$ cat src/rtl/compute_host_ctrl_pkg.sv
// Shared definitions for the compute host controller.
// Holds the default job geometry (also used by the sequencer side) and the
// controller state encoding.
package compute_host_ctrl_pkg;

    localparam int unsigned DefDataW = 8;
    localparam int unsigned DefAddrW = 4;
    localparam int unsigned DefDepth = 16;

    // Encoding is fixed so that state values match the sequencer's view.
    typedef enum logic [1:0] {
        StLoad  = 2'd0,
        StStart = 2'd1,
        StWait  = 2'd2,
        StDrain = 2'd3
    } state_e;

endpackage

$ cat src/rtl/compute_host_ctrl_if.sv
// Bus bundle for compute_host_ctrl.
// Groups the input word stream, input-BRAM write port, sequencer start and
// monitor signals, output-BRAM read port, result stream and status.
//   master : controller view (drives s_ready, BRAM ports, start, results, status)
//   slave  : environment view (drives input stream, sequencer monitor, read data,
//            m_ready)
interface compute_host_ctrl_if
    import compute_host_ctrl_pkg::*;
#(
    parameter int unsigned DATA_W = DefDataW,
    parameter int unsigned ADDR_W = DefAddrW
);
    logic [DATA_W-1:0] s_data;
    logic              s_valid;
    logic              s_ready;
    logic              wr_en_in;
    logic [ADDR_W-1:0] wr_addr_in;
    logic [DATA_W-1:0] wr_data_in;
    logic              start;
    logic              seq_en_wr;
    logic [ADDR_W-1:0] seq_addr_wr;
    logic              rd_en_out;
    logic [ADDR_W-1:0] rd_addr_out;
    logic [DATA_W-1:0] rd_data_out;
    logic [DATA_W-1:0] m_data;
    logic              m_valid;
    logic              m_ready;
    logic              busy;
    logic              done;

    modport master (
        input  s_data, s_valid, seq_en_wr, seq_addr_wr, rd_data_out, m_ready,
        output s_ready, wr_en_in, wr_addr_in, wr_data_in, start,
               rd_en_out, rd_addr_out, m_data, m_valid, busy, done
    );

    modport slave (
        output s_data, s_valid, seq_en_wr, seq_addr_wr, rd_data_out, m_ready,
        input  s_ready, wr_en_in, wr_addr_in, wr_data_in, start,
               rd_en_out, rd_addr_out, m_data, m_valid, busy, done
    );
endinterface

$ cat src/rtl/compute_host_ctrl_bram_read_slot.sv
// Single-entry read slot between output-BRAM port B and the result stream.
// Issues at most one read at a time, captures the read data one cycle later
// into a holding register, and presents it on a valid/ready handshake.
//   clk, rst     : clock, synchronous active-high reset
//   issue_ok_i   : controller permits a read (in DRAIN, words left to read)
//   rd_en_o      : read enable to the BRAM
//   rd_data_i    : BRAM read data, valid the cycle after rd_en_o
//   m_data_o/m_valid_o/m_ready_i : result stream
//   accept_o     : result handshake completed this cycle
module compute_host_ctrl_bram_read_slot #(
    parameter int unsigned DATA_W = 8
) (
    input  logic              clk,
    input  logic              rst,
    input  logic              issue_ok_i,
    output logic              rd_en_o,
    input  logic [DATA_W-1:0] rd_data_i,
    output logic [DATA_W-1:0] m_data_o,
    output logic              m_valid_o,
    input  logic              m_ready_i,
    output logic              accept_o
);
    logic              inflight_q, inflight_d;
    logic              m_valid_q, m_valid_d;
    logic [DATA_W-1:0] m_data_q, m_data_d;

    always_comb begin
        // A read may be issued only if the holding register is free by the time
        // the data returns: empty now, or being accepted this cycle.
        rd_en_o    = issue_ok_i && !inflight_q && (!m_valid_q || m_ready_i);
        accept_o   = m_valid_q && m_ready_i && !rst;
        inflight_d = rd_en_o;
        m_valid_d  = m_valid_q;
        m_data_d   = m_data_q;
        if (inflight_q) begin
            m_valid_d = 1'b1;
            m_data_d  = rd_data_i;
        end else if (accept_o) begin
            m_valid_d = 1'b0;
        end
    end

    always_ff @(posedge clk) begin
        if (rst) begin
            inflight_q <= 1'b0;
            m_valid_q  <= 1'b0;
            m_data_q   <= '0;
        end else begin
            inflight_q <= inflight_d;
            m_valid_q  <= m_valid_d;
            m_data_q   <= m_data_d;
        end
    end

    // Outputs forced low while reset is held, not just after the reset edge.
    assign m_valid_o = m_valid_q && !rst;
    assign m_data_o  = rst ? '0 : m_data_q;

endmodule

$ cat src/rtl/compute_host_ctrl.sv
// Host-side controller for the BRAM->PE->BRAM compute sequencer.
// LOAD   : accept DEPTH words and write them to input-BRAM port B.
// START  : one-cycle start pulse to the sequencer.
// WAIT   : watch sequencer output-BRAM writes until the last address is written.
// DRAIN  : read output-BRAM port B and stream results; done on the last accept.
//   clk, rst : clock, synchronous active-high reset (all outputs 0 while high)
//   bus      : compute_host_ctrl_if master modport (streams, BRAM ports, status)
module compute_host_ctrl
    import compute_host_ctrl_pkg::*;
#(
    parameter int unsigned DATA_W = DefDataW,
    parameter int unsigned ADDR_W = DefAddrW,
    parameter int unsigned DEPTH  = DefDepth
) (
    input  logic clk,
    input  logic rst,
    compute_host_ctrl_if.master bus
);
    // One spare bit so the DEPTH == 2**ADDR_W bound never wraps.
    localparam int unsigned CntW = ADDR_W + 1;
    localparam logic [CntW-1:0] LastIdx  = CntW'(DEPTH - 1);
    localparam logic [CntW-1:0] DepthCnt = CntW'(DEPTH);

    state_e            state_q, state_d;
    logic [CntW-1:0]   ld_cnt_q, ld_cnt_d;
    logic [CntW-1:0]   rd_cnt_q, rd_cnt_d;
    logic [CntW-1:0]   out_cnt_q, out_cnt_d;

    logic              s_ready;
    logic              s_accept;
    logic              start;
    logic              done;
    logic              issue_ok;
    logic              rd_en;
    logic              m_accept;

    always_comb begin
        state_d   = state_q;
        ld_cnt_d  = ld_cnt_q;
        rd_cnt_d  = rd_cnt_q;
        out_cnt_d = out_cnt_q;
        s_ready   = 1'b0;
        s_accept  = 1'b0;
        start     = 1'b0;
        done      = 1'b0;
        issue_ok  = 1'b0;
        if (!rst) begin
            unique case (state_q)
                StLoad: begin
                    s_ready  = 1'b1;
                    s_accept = bus.s_valid;
                    if (s_accept) begin
                        ld_cnt_d = ld_cnt_q + 1'b1;
                        if (ld_cnt_q == LastIdx) state_d = StStart;
                    end
                end
                StStart: begin
                    start   = 1'b1;
                    state_d = StWait;
                end
                StWait: begin
                    if (bus.seq_en_wr && ({1'b0, bus.seq_addr_wr} == LastIdx)) begin
                        state_d = StDrain;
                    end
                end
                StDrain: begin
                    issue_ok = (rd_cnt_q < DepthCnt);
                    if (rd_en) rd_cnt_d = rd_cnt_q + 1'b1;
                    if (m_accept) begin
                        out_cnt_d = out_cnt_q + 1'b1;
                        if (out_cnt_q == LastIdx) begin
                            done      = 1'b1;
                            state_d   = StLoad;
                            ld_cnt_d  = '0;
                            rd_cnt_d  = '0;
                            out_cnt_d = '0;
                        end
                    end
                end
                default: state_d = StLoad;
            endcase
        end
    end

    always_ff @(posedge clk) begin
        if (rst) begin
            state_q   <= StLoad;
            ld_cnt_q  <= '0;
            rd_cnt_q  <= '0;
            out_cnt_q <= '0;
        end else begin
            state_q   <= state_d;
            ld_cnt_q  <= ld_cnt_d;
            rd_cnt_q  <= rd_cnt_d;
            out_cnt_q <= out_cnt_d;
        end
    end

    compute_host_ctrl_bram_read_slot #(
        .DATA_W (DATA_W)
    ) u_read_slot (
        .clk        (clk),
        .rst        (rst),
        .issue_ok_i (issue_ok),
        .rd_en_o    (rd_en),
        .rd_data_i  (bus.rd_data_out),
        .m_data_o   (bus.m_data),
        .m_valid_o  (bus.m_valid),
        .m_ready_i  (bus.m_ready),
        .accept_o   (m_accept)
    );

    assign bus.s_ready     = s_ready;
    assign bus.wr_en_in    = s_accept;
    assign bus.wr_addr_in  = rst ? '0 : ld_cnt_q[ADDR_W-1:0];
    assign bus.wr_data_in  = s_accept ? bus.s_data : '0;
    assign bus.start       = start;
    assign bus.rd_en_out   = rd_en;
    assign bus.rd_addr_out = rst ? '0 : rd_cnt_q[ADDR_W-1:0];
    assign bus.busy        = !rst && (state_q != StLoad);
    assign bus.done        = done;

endmodule

$ cat src/flat_wrapper.sv
// flat-port wrapper written by rule: the top's interface ports become plain ports
module compute_host_ctrl_flat import compute_host_ctrl_pkg::*;
#(
    parameter int unsigned DATA_W = DefDataW,
    parameter int unsigned ADDR_W = DefAddrW,
    parameter int unsigned DEPTH  = DefDepth
)
  (clk, rst, bus_s_data, bus_s_valid, bus_seq_en_wr, bus_seq_addr_wr, bus_rd_data_out, bus_m_ready, bus_s_ready, bus_wr_en_in, bus_wr_addr_in, bus_wr_data_in, bus_start, bus_rd_en_out, bus_rd_addr_out, bus_m_data, bus_m_valid, bus_busy, bus_done);
  compute_host_ctrl_if #(.DATA_W(DATA_W), .ADDR_W(ADDR_W)) bus_i ();
  input  logic clk;
  input  logic rst;
  input wire logic [$bits(bus_i.s_data)-1:0] bus_s_data;
  input wire logic [$bits(bus_i.s_valid)-1:0] bus_s_valid;
  input wire logic [$bits(bus_i.seq_en_wr)-1:0] bus_seq_en_wr;
  input wire logic [$bits(bus_i.seq_addr_wr)-1:0] bus_seq_addr_wr;
  input wire logic [$bits(bus_i.rd_data_out)-1:0] bus_rd_data_out;
  input wire logic [$bits(bus_i.m_ready)-1:0] bus_m_ready;
  output wire logic [$bits(bus_i.s_ready)-1:0] bus_s_ready;
  output wire logic [$bits(bus_i.wr_en_in)-1:0] bus_wr_en_in;
  output wire logic [$bits(bus_i.wr_addr_in)-1:0] bus_wr_addr_in;
  output wire logic [$bits(bus_i.wr_data_in)-1:0] bus_wr_data_in;
  output wire logic [$bits(bus_i.start)-1:0] bus_start;
  output wire logic [$bits(bus_i.rd_en_out)-1:0] bus_rd_en_out;
  output wire logic [$bits(bus_i.rd_addr_out)-1:0] bus_rd_addr_out;
  output wire logic [$bits(bus_i.m_data)-1:0] bus_m_data;
  output wire logic [$bits(bus_i.m_valid)-1:0] bus_m_valid;
  output wire logic [$bits(bus_i.busy)-1:0] bus_busy;
  output wire logic [$bits(bus_i.done)-1:0] bus_done;
  assign bus_i.s_data = bus_s_data;
  assign bus_i.s_valid = bus_s_valid;
  assign bus_i.seq_en_wr = bus_seq_en_wr;
  assign bus_i.seq_addr_wr = bus_seq_addr_wr;
  assign bus_i.rd_data_out = bus_rd_data_out;
  assign bus_i.m_ready = bus_m_ready;
  assign bus_s_ready = bus_i.s_ready;
  assign bus_wr_en_in = bus_i.wr_en_in;
  assign bus_wr_addr_in = bus_i.wr_addr_in;
  assign bus_wr_data_in = bus_i.wr_data_in;
  assign bus_start = bus_i.start;
  assign bus_rd_en_out = bus_i.rd_en_out;
  assign bus_rd_addr_out = bus_i.rd_addr_out;
  assign bus_m_data = bus_i.m_data;
  assign bus_m_valid = bus_i.m_valid;
  assign bus_busy = bus_i.busy;
  assign bus_done = bus_i.done;
  compute_host_ctrl #(.DATA_W(DATA_W), .ADDR_W(ADDR_W), .DEPTH(DEPTH)) u_core (.clk(clk), .rst(rst), .bus(bus_i));
endmodule
$ cat config.mk
export PLATFORM = sky130hd
export DESIGN_NAME = compute_host_ctrl_flat
export DESIGN_NICKNAME = d
export VERILOG_FILES = /design/src/rtl/compute_host_ctrl_pkg.sv /design/src/rtl/compute_host_ctrl_if.sv /design/src/rtl/compute_host_ctrl_bram_read_slot.sv /design/src/rtl/compute_host_ctrl.sv /design/src/flat_wrapper.sv
export SDC_FILE = /design/constraint.sdc
export NUM_CORES = 1
export LEC_CHECK = 0
export CORE_MARGIN = 2
export CORE_UTILIZATION = 56
export DETAILED_ROUTE_END_ITERATION = 10
export DONT_BUFFER_PORTS = 1
export GPL_ROUTABILITY_DRIVEN = 0
export PLACE_DENSITY = 0.85
export SETUP_SLACK_MARGIN = 0.02
export SLEW_MARGIN = 10
export SYNTH_ARGS = -nofsm -noshare
export SYNTH_HDL_FRONTEND = slang
export SYNTH_HIERARCHICAL = 1
export SYNTH_SLANG_ARGS = --single-unit
$ cat constraint.sdc
create_clock -name clk -period 1.9 [get_ports clk]
set_input_delay 0.38 -clock clk [delete_from_list [all_inputs] [get_ports clk]]
set_output_delay 0.38 -clock clk [all_outputs]
set_load 0.05 [all_outputs]
**After elaboration in Yosys (flattened, before gate mapping)**

Cells that the tools add are included.

- Shift-type cells: 0
- Equality and inequality tests: 11
- Multiply operators: 0
- Div/mod/pow operators: 0
- Magnitude comparators: 1
- Bitwise logic cells: 0
- Mux-type cells: 32
- $add $sub $neg: 3
- Reduce and logical (&&, ||, !) cells: 18

Operator list:

| operator | count |
|---|---|
| $mux W5 | 7 |
| $mux W8 | 2 |
| $add A5 B1 Y5 const B | 3 |
| $mux W1 | 14 |
| $eq A5 B4 Y1 const B | 2 |
| $mux W2 | 5 |
| $pmux W5 S2 | 1 |
| $mux W4 | 2 |
| $ne A2 B1 Y1 const B | 4 |
| $pmux W2 S4 | 1 |
| $logic_and A1 B1 Y1 | 7 |
| $reduce_bool A2 Y1 | 3 |
| $lt A5 B5 Y1 const B | 1 |
| $reduce_and A5 Y1 | 1 |
| $eq A2 B2 Y1 const B | 2 |
| $eq A4 B4 Y1 const B | 1 |
| $reduce_and A4 Y1 | 1 |
| $logic_not A1 Y1 | 3 |
| $eq A2 B1 Y1 const B | 1 |
| $logic_not A2 Y1 | 1 |
| $ne A2 B2 Y1 const B | 1 |
| $reduce_and A2 Y1 | 1 |
| $logic_or A1 B1 Y1 | 1 |

- Word-level logic and storage cells: 72
- Memories kept: 0
- ROM bits: 0
- Register bits: 27
- Input bits: 25
- Memory bits (writable): 0
- Bits in latches: 0
- Output and inout bits: 31

**Longest topological paths before layout**

- Depth in word-level cells: 8
- Depth in mapped cells: 8
- Mapped depth without buffers: 8

**Cells and area by module**

The synthesis kept the hierarchy.

By module, submodules not included:

| module | instances | area each (sq um) | cells an instance |
|---|---|---|---|
| compute_host_ctrl | 1 | 1,078.5 | 134 |
| compute_host_ctrl_bram_read_slot | 1 | 455.4 | 43 |

**Worst setup path after synthesis**

OpenSTA, ideal clock, no wires.

- Path type: input to register
- Start: in rst
- End: reg u_core.rd_cnt_q[1]
- Setup slack: -1,080 ps
- Arrival time: 2,910 ps
- Stages: 8
- Library setup time: 71 ps
- Required time: 1,829 ps
- Cells stage by stage: clkbuf_1 > clkbuf_1 > nor3_1 > nor3b_1 > and2_1 > a21boi_0 > nand2_1 > a21oi_1

- Longest elaborated chain between the ends: 6

RTL lines:

| item | RTL line | source |
|---|---|---|
| start, declared | flat_wrapper.sv:11 | `input logic rst;` |
| $mux W1 * | compute_host_ctrl.sv:47 | `if (!rst) begin` |
| net u_core.issue_ok | compute_host_ctrl.sv:33 | `logic issue_ok;` |
| $logic_and A1 B1 Y1 * (2 in a row) | compute_host_ctrl_bram_read_slot.sv:30 | `rd_en_o = issue_ok_i && !inflight_q && (!m_valid_q \|\| m_ready_i);` |
| net bus_rd_en_out | flat_wrapper.sv:23 | `output wire logic [$bits(bus_i.rd_en_out)-1:0] bus_rd_en_out;` |
| $mux W5 * | compute_host_ctrl.sv:68 | `if (rd_en) rd_cnt_d = rd_cnt_q + 1'b1;` |
| $mux W5 | compute_host_ctrl.sv:71 | `if (out_cnt_q == LastIdx) begin` |
| $mux W5 * | compute_host_ctrl.sv:69 | `if (m_accept) begin` |
| end signal, assigned | compute_host_ctrl.sv:94 | `rd_cnt_q <= rd_cnt_d;` |
| end, declared | compute_host_ctrl.sv:26 | `logic [CntW-1:0] rd_cnt_q, rd_cnt_d;` |

The timed path passes the listed nets; every way through them passes the cells marked *.
A chain may end at the register's enable or synchronous reset.

**Worst setup path after layout**

- Start: reg u_core.out_cnt_q[0]
- End: out bus_done

- Longest elaborated chain between the ends: 5

RTL lines:

| item | RTL line | source |
|---|---|---|
| start, declared | compute_host_ctrl.sv:27 | `logic [CntW-1:0] out_cnt_q, out_cnt_d;` |
| start signal, assigned | compute_host_ctrl.sv:95 | `out_cnt_q <= out_cnt_d;` |
| $eq A5 B4 Y1 | compute_host_ctrl.sv:71 |  |
| $mux W1 | compute_host_ctrl.sv:71 |  |
| $mux W1 | compute_host_ctrl.sv:69 |  |
| $mux W1 | compute_host_ctrl.sv:48 | `unique case (state_q)` |
| $mux W1 | compute_host_ctrl.sv:47 |  |
| end, declared | flat_wrapper.sv:28 | `output wire logic [$bits(bus_i.done)-1:0] bus_done;` |

No other way between the ends.

==> run metrics <==
I/O Pins 56; met2 usage 0.494; Worst Path Arrival 1500 ps; Synth cell types 34; HPWL Detailed 2.68 mm; Post-Synth Adder-Cell Area 0.0653; Reg-to-Reg End u_core/state_q[1]; clock sinks 27; hold path start rst; FF-to-FF path depth 6; Non-Filler Instances 243; Worst EP required 1520 ps; setup TNS 0 ps; most frequent cells in the layout 33 x buf_4, 23 x dfxtp_1, 20 x nor2b_1; fin. max-slew vios 0; htree depth 1; WL final 4.05 mm; CP Launch Type register; top cells by area, synth dfxtp_1 35%, nor2b_1 9.0%, ha_1 6.5%; clk_lat worst skew 330 ps; Endpoint, Worst Hold u_core/ld_cnt_q[0]; final core occ 0.835; filler instances 141; CTS tree done; placed insts 230; Clock Path Buffers 2; WS Path Type reg -> out; drt first pass iters 4; commonest non-fill, non-tap cell in the layout buf_4; wire length per cell 16.7 um; Crit Reg-Reg Startpoint u_core/out_cnt_q[0]; Final Hold Vio Count 0; Syn Nets 210; post-synthesis mux area share 0.0653; PortBufs 0; Root Driver clkbuf_4; RSZ-0062 raised after global routing true; Hold Path Class in -> reg; simple-gate area share of the yosys netlist 0.316; Tcrit/Tclk final 0.987; site row count 18; hold depth 1; GR peak layer met2; Clock transition at path regs 150 ps; post-route worst setup slack 24.2 ps; DR DRC count 0; CP Capture Type output pin; Slew @ Worst Pin 456 ps; Mapped Cells 177; status complete, no violations; share of the synthesized area in the top cell type 0.352; final hold slack 93.2 ps; Ant. Diodes 0; synthesis-stage register bit count 27; R2R setup slack 140 ps; die footprint 3170 um2; Max VDD drop 0.000512 V; Detail Route Antenna Nets 0; Post-Syn Area 1530 um2; global-route wire length before repair 6.49 mm; gr ovfl total 0; combinational family with the most area after synthesis simple AND/OR/NAND/NOR gates; die width 56.3 um; Initial Utilization 0.603; iteration-0 DRC count of the detailed router 31; compound-gate portion of the synthesized area 0.118; area growth from synthesis to layout 38.5%; max_slew headroom 0.697; post-layout minimum cycle time 1880 ps; CP max FO 3; worst slack at placement 153 ps; GRT met3 Usage 0.0438; Synth area leader dfxtp_1; Final setup viols 0; max cap viols 0; Yosys Warn Count 6; Net count, final 247; antenna violations before repair 0; largest net degree at the start of global routing 48; XOR/XNOR Fraction of Synth Area 0.0228; gr usage total 0.254; layout cells sized above 1 0.371; Vias/cell 5.93; achievable frequency 533 MHz; Inserted Clock Buffers 3; register area share after synthesis 0.352; Clock Skews 14.3 ps; DR vias 1441; Leak 0.000866 uW; met1 Use GR 0.260; Syn Area/Cell 8.67 um2; vias in the first global route 1416; DIE HEIGHT 56.3 um; Power Density 443 nW/um2; Core Area 2540 um2
==> Yosys cell counts (all sizes together) <==
master and number:
nor4 1, a21boi 3, nand2 9, ha 8
nand2b 1, or3 3, nand4 3, nor2b 22
nor3b 2, o211a 2, and2 3, nor4bb 1
o22ai 2, buf 5, xor2 4, o21ba 1
a2111oi 1, and2b 1, a32o 1, o211ai 1
a21oi 11, mux2i 10, o21ai 5, inv 5
and3 10, nand3 7, dfxtp 27, nor2 15
nor3 5, clkbuf 6, nor4b 1, and4b 1
==> how the worst max path moves through the flow <==
stage          slack, ps            endpoint  depth (start not counted)                start
6_report              20            bus_done                          4  u_core/out_cnt_q[0]
5_1_grt              -40            bus_done                          4  u_core/out_cnt_q[0]
4_1_cts                1   bus_wr_data_in[6]                          5    u_core/state_q[1]
3_5_place_dp         150   u_core/state_q[1]                          6   u_core/ld_cnt_q[0]
3_3_place_gp         220   u_core/state_q[1]                          6   u_core/ld_cnt_q[0]
2_1_floorplan       -170  u_core/rd_cnt_q[4]                          8                  rst
==> registers in the layout, indices dropped and copies added (netlist names) <==
signal,cells
u_core/u_read_slot/m_valid_q,1
u_core/state_q,2
u_core/rd_cnt_q,5
u_core/ld_cnt_q,5
u_core/u_read_slot/m_data_q,8
u_core/u_read_slot/inflight_q,1
u_core/out_cnt_q,5
==> worst max-delay path, stage by stage (launching register included) <==
cell and delay [ps]:
dfxtp_2 380, ha_4 140, and4b_2 270, nand3_4 80
nor2_4 300
==> logic make-up (layout without fill, tap and decap cells) <==
kind of cell | Yosys count | count (layout)
xor gates and xnor gates | 4 | 4
DFF | 27 | 27
muxes | 10 | 10
and+or+nand+nor | 85 | 86
AOI/OAI and AO/OA | 27 | 27
adders and majority gates | 8 | 8
buffers and inverters | 16 | 51
==> power by group <==
part | internal [uW] | switching [uW]
clock | 80.5 | 171
combinational | 53.9 | 62.6
sequential | 567 | 4.69
total | 702 | 239
==> layer usage <==
layer,share of wire,vias up
met4,0.028,0
met5,0,-
met3,0.046,12
met2,0.55,51
met1,0.37,691
li1,-,687
==> area by class of cell <==
cell class	instances	area (um2)	area share
Multi-Input combinational cell	135	1060	0.501
Sequential cell	27	551	0.259
Clock inverter	1	7.51	0.00353
Tap cell	30	37.5	0.0177
Timing Repair Buffer	42	419	0.197
Inverter	5	23.8	0.0112
Clock buffer	3	22.5	0.0106
==> repair_timing <==
item                       4_1_cts  5_1_grt
setup endpoints to repair       12       14
pin swaps                        7        5
gates resized for setup         25        7
gates cloned                     1        0
setup buffers                    5        4
hold buffers                     0        0
==> per-stage QoR <==
step | cell area [um2] | total power (uW)
after floorplan | 1630 | 677
after global placement | 1920 | 691
after detailed placement | 1920 | 692
after CTS | 2070 | 944
after global routing | 2120 | 976
final | 2120 | 940
No activity file was read; power rests on OpenSTA's default activity.
